### src/rtl/regfile_pkg.sv
// Shared constants and FSM encoding for the parametrised register file.
// Build option: REGFILE_BYPASS_EN (see banco_registradores_param).
package regfile_pkg;

    localparam int DATA_W_DEF = 16;
    localparam int ADDR_W_DEF = 3;

    typedef logic [0:0] state_t;

    localparam state_t ST_INIT = 1'b0;
    localparam state_t ST_RUN  = 1'b1;

endpackage

### src/rtl/regfile_scoreboard.sv
// Pending-write scoreboard: one bit per register, set by decode reservations,
// cleared by write-back. Register 0 never has a pending producer.
module regfile_scoreboard
    import regfile_pkg::*;
#(
    parameter int ADDR_W = ADDR_W_DEF
) (
    input  logic                     clk,
    input  logic                     rst_n,
    input  logic                     en_i,
    input  logic                     set_i,
    input  logic [ADDR_W-1:0]        set_idx_i,
    input  logic                     clr_i,
    input  logic [ADDR_W-1:0]        clr_idx_i,
    output logic [(1<<ADDR_W)-1:0]   pending_o
);

    localparam int DEPTH = 1 << ADDR_W;

    logic [DEPTH-1:0] pending_q;
    logic [DEPTH-1:0] pending_d;

    // Set is applied after clear so a same-edge reserve (new producer) wins.
    always_comb begin
        pending_d = pending_q;
        if (en_i) begin
            if (clr_i) begin
                pending_d[clr_idx_i] = 1'b0;
            end
            if (set_i) begin
                pending_d[set_idx_i] = 1'b1;
            end
        end
        pending_d[0] = 1'b0;
    end

    always_ff @(posedge clk) begin
        if (!rst_n) begin
            pending_q <= '0;
        end else begin
            pending_q <= pending_d;
        end
    end

    assign pending_o = pending_q;

endmodule

### src/rtl/banco_registradores_param.sv
// General-purpose register file with post-reset clear engine, hazard scoreboard
// and optional write-to-read forwarding (enabled by defining REGFILE_BYPASS_EN).
module banco_registradores_param
    import regfile_pkg::*;
#(
    parameter int DATA_W = DATA_W_DEF,
    parameter int ADDR_W = ADDR_W_DEF,
    parameter int N_READ = 2
) (
    input  logic                       clk,
    input  logic                       rst_n,
    input  logic                       regWrite,
    input  logic [ADDR_W-1:0]          writeReg,
    input  logic [DATA_W-1:0]          writeData,
    input  logic [N_READ*ADDR_W-1:0]   readReg,
    output logic [N_READ*DATA_W-1:0]   readData,
    input  logic                       resvValid,
    input  logic [ADDR_W-1:0]          resvReg,
    output logic [N_READ-1:0]          hazard,
    output logic [(1<<ADDR_W)-1:0]     pending,
    output logic                       ready
);

    localparam int DEPTH = 1 << ADDR_W;
    localparam logic [ADDR_W-1:0] LAST_IDX = ADDR_W'(DEPTH - 1);

    state_t              state_q;
    state_t              state_d;
    logic [ADDR_W-1:0]   clr_cnt_q;
    logic [ADDR_W-1:0]   clr_cnt_d;
    logic [DATA_W-1:0]   regs_q [DEPTH];
    logic                run;
    logic                wr_en;
    logic [ADDR_W-1:0]   rd_idx;

    assign run   = (state_q == ST_RUN);
    assign ready = run;
    assign wr_en = run && regWrite && (writeReg != '0);

    always_comb begin
        state_d   = state_q;
        clr_cnt_d = clr_cnt_q;
        if (state_q == ST_INIT) begin
            clr_cnt_d = clr_cnt_q + ADDR_W'(1);
            if (clr_cnt_q == LAST_IDX) begin
                state_d = ST_RUN;
            end
        end
    end

    always_ff @(posedge clk) begin
        if (!rst_n) begin
            state_q   <= ST_INIT;
            clr_cnt_q <= '0;
        end else begin
            state_q   <= state_d;
            clr_cnt_q <= clr_cnt_d;
        end
    end

    // Storage has no reset of its own; the INIT sweep zeroes it one entry per cycle.
    always_ff @(posedge clk) begin
        if (rst_n) begin
            if (state_q == ST_INIT) begin
                regs_q[clr_cnt_q] <= '0;
            end else if (wr_en) begin
                regs_q[writeReg] <= writeData;
            end
        end
    end

    regfile_scoreboard #(
        .ADDR_W (ADDR_W)
    ) u_scoreboard (
        .clk       (clk),
        .rst_n     (rst_n),
        .en_i      (run),
        .set_i     (resvValid && (resvReg != '0)),
        .set_idx_i (resvReg),
        .clr_i     (regWrite && (writeReg != '0)),
        .clr_idx_i (writeReg),
        .pending_o (pending)
    );

    always_comb begin
        readData = '0;
        hazard   = '0;
        rd_idx   = '0;
        for (int k = 0; k < N_READ; k++) begin
            rd_idx = readReg[k*ADDR_W +: ADDR_W];
            if (run && (rd_idx != '0)) begin
                readData[k*DATA_W +: DATA_W] = regs_q[rd_idx];
                hazard[k]                    = pending[rd_idx];
`ifdef REGFILE_BYPASS_EN
                if (wr_en && (writeReg == rd_idx)) begin
                    readData[k*DATA_W +: DATA_W] = writeData;
                    hazard[k]                    = 1'b0;
                end
`endif
            end
        end
    end

endmodule
### config.mk
export PLATFORM = sky130hd
export DESIGN_NAME = banco_registradores_param
export DESIGN_NICKNAME = d
export VERILOG_FILES = /design/src/rtl/regfile_pkg.sv /design/src/rtl/regfile_scoreboard.sv /design/src/rtl/banco_registradores_param.sv
export SDC_FILE = /design/constraint.sdc
export NUM_CORES = 1
export LEC_CHECK = 0
export ABC_AREA = 1
export CAP_MARGIN = 20
export CORE_AREA = 4 4 129 131
export DETAILED_ROUTE_END_ITERATION = 7
export DIE_AREA = 0 0 133 135
export GPL_TIMING_DRIVEN = 0
export PLACE_DENSITY = 0.71
export SETUP_SLACK_MARGIN = 0.3
export SLEW_MARGIN = 20
export SYNTH_ARGS = -nofsm -noshare
export SYNTH_HDL_FRONTEND = slang
export SYNTH_HIERARCHICAL = 1
export SYNTH_SLANG_ARGS = --single-unit
### constraint.sdc
create_clock -name clk -period 7.05 [get_ports clk]
set_clock_uncertainty 0.15 [all_clocks]
set_input_delay 1.41 -clock clk [delete_from_list [all_inputs] [get_ports clk]]
set_output_delay 1.41 -clock clk [all_outputs]
set_load 0.005 [all_outputs]
==> results of run 1 <==
[power breakdown]
part | switching [mW] | internal, mW | total, mW
Sequential | 0.00764 | 0.912 | 0.920
Combinational | 0.138 | 0.0699 | 0.208
Clock | 0.322 | 0.617 | 0.938
Total | 0.467 | 1.60 | 2.07
[worst max path at each step]
stage	endpoint	slack [ps]	depth (start not counted)
6_report	readData[24]	1850	9
4_1_cts	readData[29]	1930	8
3_3_place_gp	readData[29]	1930	8
2_1_floorplan	readData[28]	3310	6
3_5_place_dp	readData[29]	1950	8
5_1_grt	readData[17]	1720	8
[worst min-delay path, stage by stage, from the launching register on]
cell and delay (ps):
dfxtp_1 320, o21ai_0 70, a21oi_1 60
[area by class of cell]
class / count / area share [%]
diodes: 1 / 0.0268
plain buffers: 57 / 3.50
clock buffers: 19 / 4.64
clock inverters: 12 / 1.91
inverters: 123 / 4.95
multi-input cells: 577 / 30.4
flip-flops and latches: 139 / 43.6
well taps: 216 / 2.90
repair buffers: 73 / 8.10
[cell usage after synthesis]
master / instances / area (sq um)
nand2_1: 228 / 856
edfxtp_1: 128 / 3840
inv_1: 116 / 435
nor2_1: 85 / 319
nand3_1: 73 / 365
o211ai_1: 68 / 510
a21oi_1: 44 / 220
o21ai_0: 42 / 210
buf_2: 29 / 145
clkbuf_1: 13 / 48.8
nand4_1: 13 / 81.3
nor2_4: 12 / 135
dfxtp_1: 11 / 220
buf_4: 10 / 75.1
inv_2: 6 / 22.5
buf_6: 3 / 33.8
ha_1: 2 / 25.0
nand2_2: 2 / 12.5
o21bai_1: 2 / 15.0
a21boi_0: 1 / 7.51
a21oi_4: 1 / 16.3
buf_1: 1 / 3.75
buf_12: 1 / 20.0
clkinv_1: 1 / 3.75
conb_1: 1 / 3.75
nand3_4: 1 / 17.5
nor3_2: 1 / 10.0
o31a_1: 1 / 8.76
[metal layers]
metal	part of all wire (%)	global-route usage (%)
met1	43	34.9
met2	47	40.4
met3	7.5	4.43
met4	2.6	9.24
met5	0	0
[sequential cells by signal (all words and copies together) (netlist names)]
name,cells
clr_cnt_q,3
ready,1
u_scoreboard/pending_o,7
regs_q,128
[through the flow]
| stage | worst slack, ps | std cells | util [%] |
|---|---|---|---|
| after floorplan | 3310 | 896 | - |
| after global placement | 1930 | 1180 | 55.2 |
| after detailed placement | 1950 | 1185 | 55.9 |
| after CTS | 1930 | 1216 | 59.8 |
| after global routing | 1720 | 1217 | 59.8 |
| final | 1850 | 1217 | 59.8 |
[kinds of logic (layout without fill, tap and decap cells)]
kind of cell    after synthesis  in the layout  synth area share, %
compound gates              159            159                 12.9
fa+ha+maj                     2              2                0.326
buf+inv                     180            284                 10.3
flops                       139            139                 53.0
other cells                   1              2               0.0489
simple gates                415            415                 23.4
==> results.cfg, run 1 <==
[run_status]
outcome = completed

[sta]
fmax_mhz = 192
finalSetupTns_ps = 0
hold_slack_ps = 351
grt_setup_unrepaired = no
setup_viol = 0
worst_pin_slew_ps = 927
slew_violations = 0
fin_crit_sh_pct = 73.8
slew_headroom_pct = 38.1
fin_crit_ps = 5200
hold_violations = 0

[critical_path]
path_max_fanout = 10
crit_family = buffers and inverters
start_kind = primary input
crit_path_end_kind = primary output
ff2ff_path_depth = 7
worstReg2RegStart = ready
crit_buf_inv = 4
critPathSlowestCell = clkbuf_1
crit-reg2reg-capture = regs_q[3][9]
crit_chain = clkdlybuf4s50_1, inv_2, clkbuf_1, nand2_1, nand3_1, nand3_1, nand2_1, nor2_1, clkdlybuf4s50_1
required_ps = 5490
max_stage_delay_ps = 570
cp.arrival_ps = 3640
crit_path_start = readReg[3]
path_class = in2out
r2r_slack_ps = 4450

[yosys]
synth_warnings = 6
syn_area_sq_um = 7670
ys_ff_latch = 139
avgSynthCellArea_sq_um = 8.56
ys_seq_area_share_pct = 53.0
syn-num-nets = 930
yosys.cell_types.count = 28
synth_cells = 896

[route]
vias_per_cell = 5.48
drc = 0
drt-initial-drc-count = 760
vias = 6664
dr.pass1.iters = 6
wl_per_cell_um = 18.4
route.antenna.remaining_nets = 0
routed_wl_um = 22400

[place]
port_buffers = 68
gp_congestion = 0.928
place_area_sq_um = 8710
dp_hpwl_um = 16500

[clock_tree]
path_clk_slew_ps = 50
htree_levels = 4
cts_sinks = 139
cts_resized = 0
cts_buffers = 17
clk_latency_ps = 420
cts_hold_buf = 0
cts_tree = built
cts_setup_buffers = 0
clock_path_buffers = 2
cts_root_buf = clkbuf_16

[worst_hold_path]
worstHoldPathCells = 2
min_to = u_scoreboard/pending_o[5]
min_path_type = reg2reg
hold_path.startpoint = u_scoreboard/pending_o[5]

[power]
power.density_nw_per_um2 = 222
p_total_mw = 2.07
peakVddDrop_v = 0.000155
p_leak_nw = 3.80

[global_route]
grt_pass1_wl_um = 34800
globalRoute.totalOverflow = 0
antenna_found_initial = 1
grt_pass1_vias = 6327
grt_max_degree = 17
grt_usage_pct = 25.3

[floorplanning]
fp.dieArea_sq_um = 18000
rows = 46
core_sq_um = 15600
io_pins = 75
fp.dieW_um = 133
die_h_um = 135
start_util_pct = 49.1

[run]
cap_viol_max_count = 0

[cells_and_area]
final_cell_mix = nand2_1, edfxtp_1, inv_1, nor2_1, nand3_1
final-seq-area_sq_um = 4060
drive_gt1_share_pct = 10.2
fill_cells = 1336
multi_input_area_sq_um = 2830
final_area_sq_um = 9330
syn_to_final_growth_pct = 21.6
layout.nets = 1022
layout_commonest_cell = nand2_1
(Power assumes the default switching activity.)
==> run 2, diff against run 1 <==
--- a/config.mk
+++ b/config.mk
@@ -11,7 +11,7 @@
 export DETAILED_ROUTE_END_ITERATION = 7
 export DIE_AREA = 0 0 133 135
 export GPL_TIMING_DRIVEN = 0
-export PLACE_DENSITY = 0.71
+export PLACE_DENSITY = 0.73
 export SETUP_SLACK_MARGIN = 0.3
 export SLEW_MARGIN = 20
 export SYNTH_ARGS = -nofsm -noshare
==> constraint.sdc (replaced) <==
create_clock -name clk -period 4.6 [get_ports clk]
set_clock_uncertainty 0.15 [all_clocks]
set_input_delay 0.92 -clock clk [delete_from_list [all_inputs] [get_ports clk]]
set_output_delay 0.92 -clock clk [all_outputs]
set_load 0.005 [all_outputs]
==> results.cfg, run 2 (same netlist as run 1, synthesis figures left out) <==
[sta]
worst_pin_slew_ps = 918
grt_setup_unrepaired = no
slew_headroom_pct = 38.7
fin_crit_sh_pct = 92.2
fin_crit_ps = 4240
finalSetupTns_ps = 0
slew_violations = 0
setup_viol = 0
fmax_mhz = 236
hold_violations = 0

[clock_tree]
htree_levels = 4
cts_hold_buf = 0
clock_path_buffers = 2
cts_buffers = 17
cts_setup_buffers = 0
cts_root_buf = clkbuf_16
cts_sinks = 139
clk_latency_ps = 420
path_clk_slew_ps = 50
cts_resized = 0
cts_tree = built

[global_route]
grt_usage_pct = 25.5
gr-max-usage-layer = met2
globalRoute.totalOverflow = 0
antenna_found_initial = 1
grt_max_degree = 17
grt_pass1_vias = 6325
met3_usage_pct = 4.36
grt.met1_usage_pct = 34.9
grt_pass1_wl_um = 35100
grt_util_met2_pct = 40.4

[critical_path]
path_class = in2out
crit_chain = clkdlybuf4s50_1, inv_2, clkbuf_1, nand2_1, nand3_1, nand3_1, nand2_1, nor2_1, clkdlybuf4s50_1
crit_buf_inv = 4
crit_family = buffers and inverters
critPathSlowestCell = clkdlybuf4s50_1
required_ps = 3530
crit_path_end_kind = primary output
start_kind = primary input
cp.arrival_ps = 3170
path_max_fanout = 10
max_stage_delay_ps = 610

[route]
drt-initial-drc-count = 931
vias = 6876
wl_per_cell_um = 18.9
route.antenna.remaining_nets = 0
dr.pass1.iters = 7
drc = 0
vias_per_cell = 5.64
routed_wl_um = 23000

[power]
p_leak_nw = 3.79
power.density_nw_per_um2 = 328
peakVddDrop_v = 0.000270
p_total_mw = 3.04

[run]
cap_viol_max_count = 0

[floorplanning]
start_util_pct = 49.1
rows = 46
io_pins = 75
fp.dieW_um = 133
die_h_um = 135
fp.dieArea_sq_um = 18000
core_sq_um = 15600

[cells_and_area]
multi_input_area_sq_um = 2830
fill_cells = 1387
syn_to_final_growth_pct = 21.0
regMostFlops = regs_q
layout.nets = 1023
largest_reg_flops = 128
final_cell_mix = nand2_1, edfxtp_1, inv_1, nor2_1, nand3_1
final-seq-area_sq_um = 4060
layout_commonest_cell = nand2_1
drive_gt1_share_pct = 10.7

[place]
port_buffers = 68
gp_congestion = 0.930
dp_hpwl_um = 16600

[run_status]
outcome = completed

[worst_hold_path]
min_path_type = reg2reg
[run 2: cell type report]
class	count	area share (%)
Sequential cell	139	43.8
Buffer	57	3.57
Multi-Input combinational cell	577	30.6
Antenna cell	1	0.0270
Timing Repair Buffer	74	8.15
Tap cell	216	2.91
Clock inverter	9	1.05
Inverter	123	4.98
Clock buffer	23	4.94
[run 2: metal layers]
layer / wire length (um) / vias up / share of wire [%]
met4: 764 / 0 / 3.3
met5: 0 / - / 0
met1: 9480 / 3181 / 41
met2: 10600 / 437 / 46
li1: - / 3190 / -
met3: 2130 / 68 / 9.2
[run 2: worst reg2reg max path: cells and delay by family, from the launching register on]
family,cells,cell delay (ps)
DFF,1,460
buffers and inverters,2,330
and+or+nand+nor,5,1260
[run 2: report_power, final]
part	total, mW	switching (mW)	internal [mW]
sequential	1.41	0.0118	1.40
combinational	0.322	0.215	0.107
clock	1.31	0.502	0.805
[run 2: stage by stage]
stage          setup slack, ps  util [%]  std cells  area [sq um]  hold WS, ps
2_1_floorplan             1810         -        896          7670          311
3_3_place_gp               434      55.2       1180          8620          331
3_5_place_dp               428      55.9       1186          8710          341
4_1_cts                    373      59.4       1218          9270          349
5_1_grt                    313      59.5       1219          9280          372
6_report                   358      59.5       1219          9280          350
[run 2: worst paths after layout]
check,to,start,slack (ps),cells after the start
setup reg to reg,regs_q[2][9],ready,2000,7
hold / removal,clr_cnt_q[2],clr_cnt_q[2],350,2
hold reg to reg,clr_cnt_q[2],clr_cnt_q[2],350,2
setup / recovery,readData[29],readReg[3],360,9
==> run 3, diff against run 2 <==
--- a/config.mk
+++ b/config.mk
@@ -7,9 +7,9 @@
 export LEC_CHECK = 0
 export ABC_AREA = 1
 export CAP_MARGIN = 20
-export CORE_AREA = 4 4 129 131
+export CORE_AREA = 2 2 127 129
 export DETAILED_ROUTE_END_ITERATION = 7
-export DIE_AREA = 0 0 133 135
+export DIE_AREA = 0 0 129 131
 export GPL_TIMING_DRIVEN = 0
 export PLACE_DENSITY = 0.73
 export SETUP_SLACK_MARGIN = 0.3
==> results.cfg, run 3 (same netlist as run 1, synthesis figures left out) <==
[critical_path]
ff2ff_path_depth = 8
critPathSlowestCell = clkdlybuf4s50_1
cp.arrival_ps = 3190
crit_family = buffers and inverters
cp.depth = 9
max_stage_delay_ps = 590
path_max_fanout = 10
r2r_slack_ps = 1980
crit_path_end_kind = primary output
crit_chain = clkdlybuf4s50_1, inv_2, clkbuf_1, nand2_1, nand3_1, nand3_1, nand2_1, nor2_1, clkdlybuf4s50_1
start_kind = primary input
required_ps = 3530
path_class = in2out
crit_buf_inv = 4

[floorplanning]
fp.dieW_um = 129
core_sq_um = 15600
io_pins = 75
fp.dieArea_sq_um = 16900
die_h_um = 131
start_util_pct = 49.1
rows = 46

[global_route]
antenna_found_initial = 0
grt_pass1_vias = 6410
grt_pass1_wl_um = 34800
grt_max_degree = 17
globalRoute.totalOverflow = 0
grt_usage_pct = 27.8

[cells_and_area]
layout_commonest_cell = nand2_1
diodes = 0
drive_gt1_share_pct = 11.0
fin_util_pct = 60.2
largest_reg_flops = 128
syn_to_final_growth_pct = 22.4
layout.nets = 1024
final_cell_mix = nand2_1, edfxtp_1, inv_1, nor2_1, nand3_1
fill_cells = 1325
regMostFlops = regs_q

[route]
drt-initial-drc-count = 1042
drc = 0
vias = 6852
route.antenna.remaining_nets = 0
wl_per_cell_um = 18.8
routed_wl_um = 22900
vias_per_cell = 5.62
dr.pass1.iters = 5

[sta]
worst_pin_slew_ps = 861
fin_crit_ps = 4260
fmax_mhz = 235
finalSetupTns_ps = 0
slew_headroom_pct = 42.5
slew_violations = 0
setup_viol = 0
setup_slack_ps = 338
hold_violations = 0
grt_setup_unrepaired = yes
fin_crit_sh_pct = 92.7

[place]
dp_hpwl_um = 16400
gp_congestion = 0.918
port_buffers = 68
dp_slack_ps = 447

[worst_hold_path]
worstHoldPathCells = 2
min_path_type = reg2reg

[run]
cap_viol_max_count = 0

[clock_tree]
cts_hold_buf = 0
cts_tree = built
cts_root_buf = clkbuf_16
clock_path_buffers = 2
cts_resized = 0
cts_setup_buffers = 0
clk_latency_ps = 430
htree_levels = 4
cts_sinks = 139
path_clk_slew_ps = 60
cts_buffers = 17

[power]
peakVddDrop_v = 0.000271
p_leak_nw = 3.83
power.density_nw_per_um2 = 348
p_total_mw = 3.26

[run_status]
outcome = completed
## run 3: layer usage
metal | part of all wire (%) | global-route usage [%] | vias up
met5 | 0 | 0 | -
met4 | 2.8 | 11.6 | 0
met3 | 9.4 | 6.15 | 76
met2 | 46 | 44.1 | 422
met1 | 41 | 37.1 | 3169
li1 | - | - | 3185
## run 3: tightest hold or removal path, cell delays in order, from the launching register on
cell     delay [ps]
dfxtp_1         320
o21ai_0          70
a21oi_1          60
## run 3: area by class of cell
type                       count  area (sq um)  area share (%)
sequential                   139          4060            43.3
clock buffer                  18           429            4.57
buffer                        57           330            3.52
tap                          216           270            2.88
clock inverter                14           225            2.40
inverter                     123           462            4.92
timing repair buffer          75           771            8.21
multi-input combinational    577          2830            30.2
## run 3: per-stage QoR
step | std cells | hold WS, ps | cell area (sq um)
2_1_floorplan | 896 | 311 | 7670
3_3_place_gp | 1180 | 328 | 8620
3_5_place_dp | 1187 | 347 | 8730
4_1_cts | 1219 | 355 | 9380
5_1_grt | 1219 | 371 | 9390
6_report | 1219 | 351 | 9390
## run 3: path summary, 6_finish.rpt
| check | startpoint | end |
|---|---|---|
| worst max-delay path | readReg[0] | readData[4] |
| worst min-delay path | u_scoreboard/pending_o[5] | u_scoreboard/pending_o[5] |
| worst max register to register | ready | regs_q[4][12] |
| worst min register to register | u_scoreboard/pending_o[5] | u_scoreboard/pending_o[5] |
## run 3: report_power, final
part           total [mW]  switching [mW]  internal [mW]
registers            1.41          0.0118           1.40
logic               0.325           0.217          0.108
clock network        1.53           0.520           1.01
total                3.26           0.749           2.51
==> edit, RTL diff (flow settings as in run 2) <==
The package constant `ADDR_W_DEF` goes from 3 to 2.
--- a/src/rtl/regfile_pkg.sv
+++ b/src/rtl/regfile_pkg.sv
@@ -3,7 +3,7 @@
 package regfile_pkg;
 
     localparam int DATA_W_DEF = 16;
-    localparam int ADDR_W_DEF = 3;
+    localparam int ADDR_W_DEF = 2;
 
     typedef logic [0:0] state_t;
 
Ports: changed (resized pending, readReg, resvReg and writeReg); port bits go from 75 to 67. The function was not compared with the original's and may differ.
==> edit against run 2 <==
  * Maximum frequency grew 19%
  * Wire length shrank 51%
  * Synthesized area decreased by 52%
  * Register-to-register slack improved by 0.22 ns
  * Sequential cell count down 69
  * Final area fell by 47%
  * Highest routed layer unchanged
  * Critical path depth is 4 lower
  * Critical path type unchanged
  * Power down 43%
  * Setup slack gained 0.68 ns
  * Via count is 54% lower
==> edit: results (changes against run 2) <==
- The number of enable flip-flop cells after synthesis is 64 (-50%).
- The initial antenna violation count is 0 (-1).
- The worst voltage drop across the vdd grid is 0.180 mV (-33%).
- The count of routing violations after the opening detailed-route iteration is 250 (-73%).
- The overall fraction of global-route tracks in use is 12.2% (-13 points).
- The delay of the slowest cell on the worst path is 0.56 ns (-0.05 ns).
- The arrival time at the worst endpoint is 2.49 ns (-0.68 ns).
- The detailed-route via count came to 3,188 (-54%).
- The clock network latency to the later pin of the worst-skew pair is 0.33 ns (-0.09 ns).
- The HPWL after detailed placement is 7990 um (-52%).
- The maximum level of the CTS H-tree is 3 (-1).
- The static power due to leakage is 1.84 nW (-51%).
- The wire length of the first global-routing pass is 16,700 um (-52%).
- The sequential fraction of the synthesis area was 55.3% (+2.3 points).
- The run finished with clean final reports.
- The via count of the first global-routing pass was 3,110 (-51%).
- The number of antenna repair diodes is 0 (-1).
- The number of instances in the placed design is 680 (-43%).
- The final-stage net count is 504 (-51%).
- The post-synth net total is 428 (-54%).
- The number of iterations in the first detailed-routing pass is 5 (-2).
- The total clock buffers created by CTS is 9 (-8).
- The number of cells produced by synthesis is 399 (-55%).
- The fraction of layout instances using a drive strength above 1 is 12.9% (+2.3 points).
- The placer's final routability congestion estimate came to 0.822 (-12%).
- The largest net degree at the start of global routing came to 13 (-4).
- The worst slack at placement is 1.05 ns (+0.624 ns).
- The number of flip-flops under the largest register name is 64 (-50%).
edit: area by class of cell:
cell class | count | area share, %
tap | 216 | 5.49
inverter | 64 | 4.91
timing repair buffer | 65 | 13.4
clock buffer | 9 | 4.58
clock inverter | 6 | 1.30
buffer | 30 | 3.71
sequential | 70 | 41.5
multi-input combinational | 235 | 25.1
edit: kinds of logic after synthesis:
group,Yosys count,synth area share [%]
compound gates,149,22.9
buf+inv,94,11.5
simple gates,84,9.90
flops,70,55.3
fa+ha+maj,1,0.339
other cells,1,0.102
edit: per-stage QoR:
step	cell area [sq um]	util, %
4_1_cts	4920	31.5
3_5_place_dp	4630	29.7
3_3_place_gp	4570	29.3
2_1_floorplan	3690	-
5_1_grt	4920	31.5
6_report	4920	31.5
edit: where the power goes:
| part | internal (mW) | leakage, nW | total [mW] | switching (mW) |
|---|---|---|---|---|
| Clock | 0.415 | 0.137 | 0.671 | 0.256 |
| Combinational | 0.110 | 1.07 | 0.277 | 0.167 |
| Sequential | 0.756 | 0.634 | 0.778 | 0.0220 |
| Total | 1.28 | 1.84 | 1.73 | 0.445 |
edit: final timing paths:
path              slack (ns)  cells after the start                         to                      start
setup / recovery        1.04                      5               readData[13]                 readReg[0]
hold reg to reg         0.34                      2  u_scoreboard/pending_o[1]  u_scoreboard/pending_o[1]
hold / removal          0.34                      2  u_scoreboard/pending_o[1]  u_scoreboard/pending_o[1]
setup reg to reg        2.22                      9              regs_q[0][13]                      ready
edit: routing by layer:
metal  GRT usage (%)  vias to the layer above  share of wire (%)  routed length, um
met4            5.89                        0                3.5                397
met2            20.9                      186                 49               5460
met3            2.79                       38                9.1               1020
met5               0                        -                  0                  0
li1                -                     1520                  -                  -
met1            14.5                     1444                 39               4320
